[config.mk]
export PLATFORM = sky130hd
export DESIGN_NAME = i2s_tx
export DESIGN_NICKNAME = d
export VERILOG_FILES = /design/src/rtl/i2s_tx.sv
export SDC_FILE = /design/constraint.sdc
export NUM_CORES = 1
export LEC_CHECK = 0
export ABC_AREA = 1
export CORE_MARGIN = 2
export CORE_UTILIZATION = 56
export CTS_BUF_LIST = sky130_fd_sc_hd__clkbuf_2 sky130_fd_sc_hd__clkbuf_4 sky130_fd_sc_hd__clkbuf_8
export DETAILED_ROUTE_END_ITERATION = 10
export GPL_ROUTABILITY_DRIVEN = 0
export PLACE_DENSITY_LB_ADDON = 0.25
export RECOVER_POWER = 100
export SYNTH_ARGS = -nofsm -noshare
export SYNTH_HDL_FRONTEND = slang
export SYNTH_SLANG_ARGS = --single-unit
[constraint.sdc]
create_clock -name clk -period 9.35 [get_ports clk]
set_clock_uncertainty 0.2 [all_clocks]
set_input_delay 1.4025 -clock clk [delete_from_list [all_inputs] [get_ports clk]]
set_output_delay 1.4025 -clock clk [all_outputs]
set_load 0.02 [all_outputs]
[src/rtl/i2s_tx.sv]
// -----------------------------------------------------------------------------
// i2s_tx -- I2S bus-master transmitter for a PCM5102-class DAC.
//
// Generates scki/bck/lrck from the system clock and serialises one
// left/right sample pair per frame onto dout, MSB first. Upstream logic hands
// pairs over through a valid/ready handshake into a one-entry holding buffer.
// The buffer is drained into the transmit registers at the end of every frame.
// If no pair is waiting, a frame of silence is sent and underrun pulses.
//
// Parameters:
//   DATA_W  : sample width in bits (1..SLOT_W-1; up to SLOT_W in LJ mode)
//   SLOT_W  : bck periods per channel slot (frame = 2*SLOT_W bck periods)
//   BCK_DIV : clk cycles per bck period (even, >= 2)
//
// Ports:
//   clk       in   system clock
//   reset     in   synchronous, active-high reset
//   left_in   in   left sample, two's complement
//   right_in  in   right sample, two's complement
//   valid_in  in   pair on left_in/right_in is valid
//   ready_out out  holding buffer empty (forced low during reset)
//   underrun  out  one-cycle pulse when a frame starts with the buffer empty
//   scki      out  DAC system clock, pass-through of clk
//   bck       out  bit clock, registered
//   lrck      out  word select, registered (0 = left, 1 = right)
//   dout      out  serial data, registered, MSB first
//
// Build option:
//   I2S_TX_LJ_EN : when defined, left-justified format (MSB in the same bck
//                  period as the lrck transition). Otherwise standard I2S
//                  with a one-bck delay.
// -----------------------------------------------------------------------------
module i2s_tx #(
    parameter int DATA_W  = 24,
    parameter int SLOT_W  = 32,
    parameter int BCK_DIV = 4
) (
    input  logic                     clk,
    input  logic                     reset,
    input  logic signed [DATA_W-1:0] left_in,
    input  logic signed [DATA_W-1:0] right_in,
    input  logic                     valid_in,
    output logic                     ready_out,
    output logic                     underrun,
    output logic                     scki,
    output logic                     bck,
    output logic                     lrck,
    output logic                     dout
);

    localparam int DIV_W = (BCK_DIV > 1) ? $clog2(BCK_DIV) : 1;
    localparam int BIT_W = (SLOT_W > 0) ? $clog2(2 * SLOT_W) : 1;

    localparam logic [DIV_W-1:0] DIV_LAST = DIV_W'(BCK_DIV - 1);
    localparam logic [DIV_W-1:0] DIV_HALF = DIV_W'(BCK_DIV / 2);
    localparam logic [BIT_W-1:0] BIT_LAST = BIT_W'(2 * SLOT_W - 1);
    localparam logic [BIT_W-1:0] RIGHT_FIRST = BIT_W'(SLOT_W);

    // Bit of sample s that belongs at slot position p, or 0 outside the
    // data field of the slot.
    function automatic logic slot_bit(input logic signed [DATA_W-1:0] s,
                                      input int p);
        logic [DATA_W-1:0] sh;
        int                idx;
`ifdef I2S_TX_LJ_EN
        idx = DATA_W - 1 - p;
`else
        idx = DATA_W - p;
`endif
        slot_bit = 1'b0;
        sh       = s;
        if (idx >= 0 && idx < DATA_W) begin
            sh       = sh >> idx;
            slot_bit = sh[0];
        end
    endfunction

    logic [DIV_W-1:0] div_cnt_q, div_cnt_d;
    logic [BIT_W-1:0] bit_cnt_q, bit_cnt_d;
    logic signed [DATA_W-1:0] left_sr_q, left_sr_d;
    logic signed [DATA_W-1:0] right_sr_q, right_sr_d;
    logic signed [DATA_W-1:0] buf_l_q, buf_l_d;
    logic signed [DATA_W-1:0] buf_r_q, buf_r_d;
    logic buf_full_q, buf_full_d;
    logic bck_q, bck_d;
    logic lrck_q, lrck_d;
    logic dout_q, dout_d;

    logic div_wrap;
    logic frame_load;
    logic accept;
    int   slot_pos;

    assign div_wrap   = (div_cnt_q == DIV_LAST);
    assign frame_load = div_wrap && (bit_cnt_q == BIT_LAST);
    assign ready_out  = !buf_full_q && !reset;
    assign accept     = valid_in && ready_out;
    assign underrun   = frame_load && !buf_full_q && !reset;

    assign scki = clk;
    assign bck  = bck_q;
    assign lrck = lrck_q;
    assign dout = dout_q;

    always_comb begin
        div_cnt_d  = div_wrap ? '0 : div_cnt_q + 1'b1;
        bit_cnt_d  = bit_cnt_q;
        left_sr_d  = left_sr_q;
        right_sr_d = right_sr_q;
        buf_l_d    = buf_l_q;
        buf_r_d    = buf_r_q;
        buf_full_d = buf_full_q;
        dout_d     = dout_q;

        if (div_wrap) begin
            bit_cnt_d = (bit_cnt_q == BIT_LAST) ? '0 : bit_cnt_q + 1'b1;
        end

        // End of frame: the load sees the buffer as it was before any
        // same-cycle accept, so a pair accepted here waits one more frame.
        if (frame_load) begin
            if (buf_full_q) begin
                left_sr_d  = buf_l_q;
                right_sr_d = buf_r_q;
                buf_full_d = 1'b0;
            end else begin
                left_sr_d  = '0;
                right_sr_d = '0;
            end
        end

        if (accept) begin
            buf_l_d    = left_in;
            buf_r_d    = right_in;
            buf_full_d = 1'b1;
        end

        // Outputs are registered from next-state values so bck/lrck/dout
        // line up with the counters in the same cycle.
        bck_d  = (div_cnt_d >= DIV_HALF);
        lrck_d = (bit_cnt_d >= RIGHT_FIRST);

        slot_pos = lrck_d ? int'(bit_cnt_d) - SLOT_W : int'(bit_cnt_d);

        // The transmit registers are held static and indexed by slot
        // position; dout only moves on the bck falling edge (div wrap).
        if (div_wrap) begin
            dout_d = slot_bit(lrck_d ? right_sr_d : left_sr_d, slot_pos);
        end
    end

    always_ff @(posedge clk) begin
        if (reset) begin
            div_cnt_q  <= '0;
            bit_cnt_q  <= '0;
            left_sr_q  <= '0;
            right_sr_q <= '0;
            buf_full_q <= 1'b0;
            bck_q      <= 1'b0;
            lrck_q     <= 1'b0;
            dout_q     <= 1'b0;
        end else begin
            div_cnt_q  <= div_cnt_d;
            bit_cnt_q  <= bit_cnt_d;
            left_sr_q  <= left_sr_d;
            right_sr_q <= right_sr_d;
            buf_full_q <= buf_full_d;
            bck_q      <= bck_d;
            lrck_q     <= lrck_d;
            dout_q     <= dout_d;
        end
    end

    // Buffer contents are qualified by buf_full_q, so they need no reset.
    always_ff @(posedge clk) begin
        buf_l_q <= buf_l_d;
        buf_r_q <= buf_r_d;
    end

endmodule

### Yosys cells after proc, flatten, opt, wreduce, memory -nomap -nowiden

Cells that the tools add are included.

| cells by class | value |
|---|---|
| magnitude comparators | 4 |
| muxes and demuxes | 12 |
| shifts and indexed selects | 1 |
| bitwise operators | 0 |
| add/sub/neg operators | 4 |
| reduce and logical (&&, ||, !) cells | 9 |
| eq/ne operators | 2 |
| divide/modulo/power cells | 0 |
| $mul | 0 |

Operators by type and width:

| kind | count |
|---|---|
| 2-to-1 mux 24 bit | 5 |
| >= comparator 32 x 1 -> 1 bit, second input constant | 1 |
| less-than comparator 32 x 6 -> 1 bit, second input constant | 1 |
| 2-to-1 mux 32 bit | 1 |
| right shift 24 x 32 -> 1 bit | 1 |
| subtractor 6 x 32 -> 32 bit, first input constant | 1 |
| 2-to-1 mux 6 bit | 2 |
| subtractor 6 x 6 -> 7 bit, second input constant | 1 |
| adder 6 x 1 -> 6 bit, second input constant | 1 |
| equality test 6 bit, second input constant | 1 |
| >= comparator 6 bit, second input constant | 1 |
| logical AND 1 bit | 6 |
| 2-to-1 mux 1 bit | 3 |
| adder 2 x 1 -> 2 bit, second input constant | 1 |
| equality test 2 bit, second input constant | 1 |
| >= comparator 2 bit, second input constant | 1 |
| logical NOT 1 bit | 2 |
| 2-to-1 mux 2 bit | 1 |
| nonzero test 2 bit | 1 |

| word-level totals | value |
|---|---|
| word-level logic and storage cells | 42 |
| memories kept | 0 |
| bits of input ports | 51 |
| flip-flop bits (word level) | 108 |
| bits in latches | 0 |
| output and inout port bits | 6 |
| RAM bits | 0 |
| ROM bits | 0 |

### Longest topological paths before layout

| depth | value |
|---|---|
| word-level depth | 9 |
| mapped depth | 21 |
| gate-level depth less buffers | 19 |

==> run_summary.xml <==
<?xml version="1.0" encoding="UTF-8"?>
<metrics>
  <group name="outcome">
    <metric name="status" unit="">finished, violations left</metric>
    <metric name="failed_checks" unit="">max-capacitance violations, max-slew violations</metric>
  </group>
  <group name="grt">
    <metric name="grt_use_met2" unit="%">33.8</metric>
    <metric name="grt.met3_usage" unit="%">4.51</metric>
    <metric name="use_met1" unit="%">28.2</metric>
    <metric name="grt_antenna_before_repair" unit="">0</metric>
    <metric name="grt_start_max_net_pins" unit="">61</metric>
    <metric name="globalRoute.busiestLayer" unit="">met2</metric>
    <metric name="global_route.overflow_total" unit="">0</metric>
    <metric name="grt_first_pass_wirelength" unit="mm">16.7</metric>
    <metric name="gr-usage-all-layers" unit="%">21.6</metric>
    <metric name="grt_pass1_vias" unit="">3757</metric>
  </group>
  <group name="floorplanning">
    <metric name="fp-row-count" unit="">34</metric>
    <metric name="initial_utilization" unit="%">57.3</metric>
    <metric name="top_level_ports" unit="">57</metric>
    <metric name="coreArea" unit="mm^2">0.00868</metric>
    <metric name="fp.dieW" unit="um">98.2</metric>
    <metric name="fp.dieArea" unit="mm^2">0.00964</metric>
    <metric name="die_height" unit="um">98.2</metric>
  </group>
  <group name="finish">
    <metric name="multiInputGateArea" unit="mm^2">0.00193</metric>
    <metric name="area_growth_syn_to_layout" unit="%">15.5</metric>
    <metric name="drive_gt1_share" unit="%">5.47</metric>
    <metric name="design_area" unit="mm^2">0.00574</metric>
    <metric name="final_nets" unit="">699</metric>
    <metric name="diodes" unit="">0</metric>
    <metric name="num-fill-cells" unit="">765</metric>
    <metric name="layoutNonFillerInstCount" unit="">748</metric>
    <metric name="seq_area" unit="mm^2">0.00262</metric>
  </group>
  <group name="setup_path">
    <metric name="worst_setup_path_end_kind" unit="">primary output</metric>
    <metric name="timing.critical_path.from" unit="">clk</metric>
    <metric name="worstRegToRegCells" unit="">19</metric>
    <metric name="worst_ep_required_time" unit="ns">7.75</metric>
    <metric name="worst_r2r_startpoint" unit="">div_cnt_q[0]</metric>
    <metric name="critPathMaxFanout" unit="">2</metric>
    <metric name="timing.critical_path.from_type" unit="">clock port</metric>
    <metric name="critical_path.reg2reg.endpoint" unit="">dout</metric>
    <metric name="critical_setup_path_kind" unit="">clk2out</metric>
    <metric name="ff2ff_setup_slack" unit="ns">4.98</metric>
    <metric name="crit_end" unit="">scki</metric>
    <metric name="critical_path_arrival" unit="ns">5.54</metric>
  </group>
  <group name="clocking">
    <metric name="worstSkewPairLatency" unit="ns">0.48</metric>
    <metric name="tritoncts_clock_tree" unit="">built</metric>
    <metric name="ctsResizeCount" unit="">0</metric>
    <metric name="hold_buffers" unit="">0</metric>
    <metric name="path_clk_slew" unit="ns">0.09</metric>
    <metric name="cts_setup_buffers" unit="">0</metric>
  </group>
  <group name="routing">
    <metric name="postRouteAntennaNets" unit="">0</metric>
    <metric name="drc_errors" unit="">0</metric>
    <metric name="firstDrtPassIters" unit="">5</metric>
    <metric name="route.final.wire_length" unit="mm">9.66</metric>
    <metric name="vias_per_cell" unit="">5.28</metric>
    <metric name="via_count" unit="">3947</metric>
    <metric name="dr.first_iter.drc_count" unit="">246</metric>
    <metric name="routedWlPerCell" unit="um">12.9</metric>
  </group>
  <group name="synth">
    <metric name="yosysUniqueCellTypes" unit="">33</metric>
    <metric name="mean_syn_cell_area" unit="um^2">8.39</metric>
    <metric name="ys_async_rst_share" unit="%">0</metric>
    <metric name="synth_commonest_cells" unit="">sky130_fd_sc_hd__nand2_1 (165), sky130_fd_sc_hd__nand3_1 (77), sky130_fd_sc_hd__inv_1 (61), sky130_fd_sc_hd__dfxtp_1 (59), sky130_fd_sc_hd__edfxtp_1 (48)</metric>
    <metric name="yosys-top-cells-area" unit="">sky130_fd_sc_hd__edfxtp_1 (29%), sky130_fd_sc_hd__dfxtp_1 (24%), sky130_fd_sc_hd__nand2_1 (12%), sky130_fd_sc_hd__nand3_1 (7.8%), sky130_fd_sc_hd__inv_1 (4.6%)</metric>
    <metric name="synth_most_common_cell" unit="">sky130_fd_sc_hd__nand2_1</metric>
    <metric name="synth.largest_area_cell" unit="">sky130_fd_sc_hd__edfxtp_1</metric>
    <metric name="postSynthRegisterBits" unit="">107</metric>
    <metric name="synthesis.area" unit="mm^2">0.00497</metric>
    <metric name="synth_top_area_share" unit="%">29.0</metric>
    <metric name="synth_sequential_area_ratio" unit="%">52.8</metric>
    <metric name="edff_count_synth" unit="">48</metric>
    <metric name="netlist_instances" unit="">592</metric>
    <metric name="synth-warning-count" unit="">0</metric>
    <metric name="synthFlopType" unit="">sky130_fd_sc_hd__dfxtp_1</metric>
  </group>
  <group name="timing">
    <metric name="tightestPinTransition" unit="ns">2.61</metric>
    <metric name="maxSlewHeadroom" unit="%">-74.3</metric>
    <metric name="slew_viol_final" unit="">95</metric>
    <metric name="timing.setup.tns" unit="ns">0</metric>
    <metric name="setup_viol" unit="">0</metric>
    <metric name="unrepaired_setup_endpoints_after_global_routing" unit="">false</metric>
    <metric name="setup_ws" unit="ns">2.20</metric>
    <metric name="timing_hold_violations_final" unit="">0</metric>
  </group>
  <group name="flow_run">
    <metric name="maxCapViolations" unit="">2</metric>
  </group>
  <group name="pwr">
    <metric name="power_density" unit="mW/mm^2">159</metric>
    <metric name="ir_drop_worst_case_vdd" unit="mV">0.152</metric>
    <metric name="static-leakage-power" unit="nW">2.50</metric>
    <metric name="totalPowerFinal" unit="mW">0.913</metric>
  </group>
  <group name="placement">
    <metric name="io_buffer_count" unit="">56</metric>
    <metric name="detailed_place_hpwl" unit="mm">6.66</metric>
    <metric name="dp.cells" unit="">729</metric>
    <metric name="place_ws" unit="ns">2.56</metric>
    <metric name="placedInstanceArea" unit="mm^2">0.00551</metric>
  </group>
  <group name="hold_path">
    <metric name="hold_path_class" unit="">reg2reg</metric>
  </group>
</metrics>
## per-layer routing
| layer | vias to the layer above | part of all wire (%) |
|---|---|---|
| met5 | - | 0 |
| met4 | 0 | 3.2 |
| met3 | 27 | 4.9 |
| met2 | 97 | 47 |
| met1 | 1793 | 44 |
| li1 | 2030 | - |
## state kept, by name, indices dropped and copies added (netlist names), 2 cells and up
| signal | flops |
|---|---|
| buf_l_q | 24 |
| buf_r_q | 24 |
| right_sr_q | 24 |
| div_cnt_q | 2 |
| bit_cnt_q | 6 |
| left_sr_q | 24 |
## cells in the final DEF, fill, tap and decap left out, drive strengths merged
cell and instances:
nand2 170, nand3 80, inv 65, dfxtp 59, dlygate4sd3 54, edfxtp 48, a21oi 37, nand4 28
nor2 27, clkbuf 15, ha 13, o21ai 12, conb 8, nor3 5, clkinv 4, xor2 3
nor4 2, buf 2, a21o 1, o21bai 1, mux2i 1, nor3b 1, nor4b 1, bufinv 1
clkinvlp 1, clkdlybuf4s50 1
## final cells by class
| cell class | instances | share of cell area [%] |
|---|---|---|
| multi-input combinational | 390 | 33.6 |
| clock inverter | 6 | 1.11 |
| tap | 108 | 2.36 |
| sequential | 107 | 45.7 |
| inverter | 65 | 4.25 |
| timing repair buffer | 58 | 9.81 |
| clock buffer | 14 | 3.18 |
## logic make-up after synthesis
family                     share of synthesized area (%)
and+or+nand+nor                                     28.8
DFF                                                 52.8
buffers and inverters                               8.91
AOI/OAI and AO/OA                                   5.39
adders and majority gates                           3.27
xor gates and xnor gates                           0.529
other                                             0.0755
muxes                                              0.201
## where the power goes
part           switching, mW  internal, mW
registers            0.00335         0.502
clock network          0.167         0.160
logic                 0.0493        0.0316
total                  0.219         0.693
## critical path, stage by stage
cell and delay, ns:
sky130_fd_sc_hd__clkbuf_8 0.11, sky130_fd_sc_hd__clkbuf_8 0.12, sky130_fd_sc_hd__dlygate4sd3_1 0.64
## per-stage QoR
step | util, % | hold WS [ns]
4_1_cts | 66.2 | 0.234
3_5_place_dp | 63.5 | 0.221
5_1_grt | 66.1 | 0.260
6_report | 66.1 | 0.231
2_1_floorplan | - | 0.202
3_3_place_gp | 63.5 | 0.211
## worst min path at each step
stage,start,endpoint,slack (ns),depth (start not counted)
after floorplan,div_cnt_q[0],div_cnt_q[0],0.20,1
after global placement,div_cnt_q[0],div_cnt_q[0],0.21,1
after detailed placement,div_cnt_q[0],div_cnt_q[0],0.22,1
after CTS,div_cnt_q[0],div_cnt_q[0],0.23,1
after global routing,div_cnt_q[0],div_cnt_q[0],0.26,1
final,div_cnt_q[0],div_cnt_q[0],0.23,1
(Power assumes the default switching activity.)
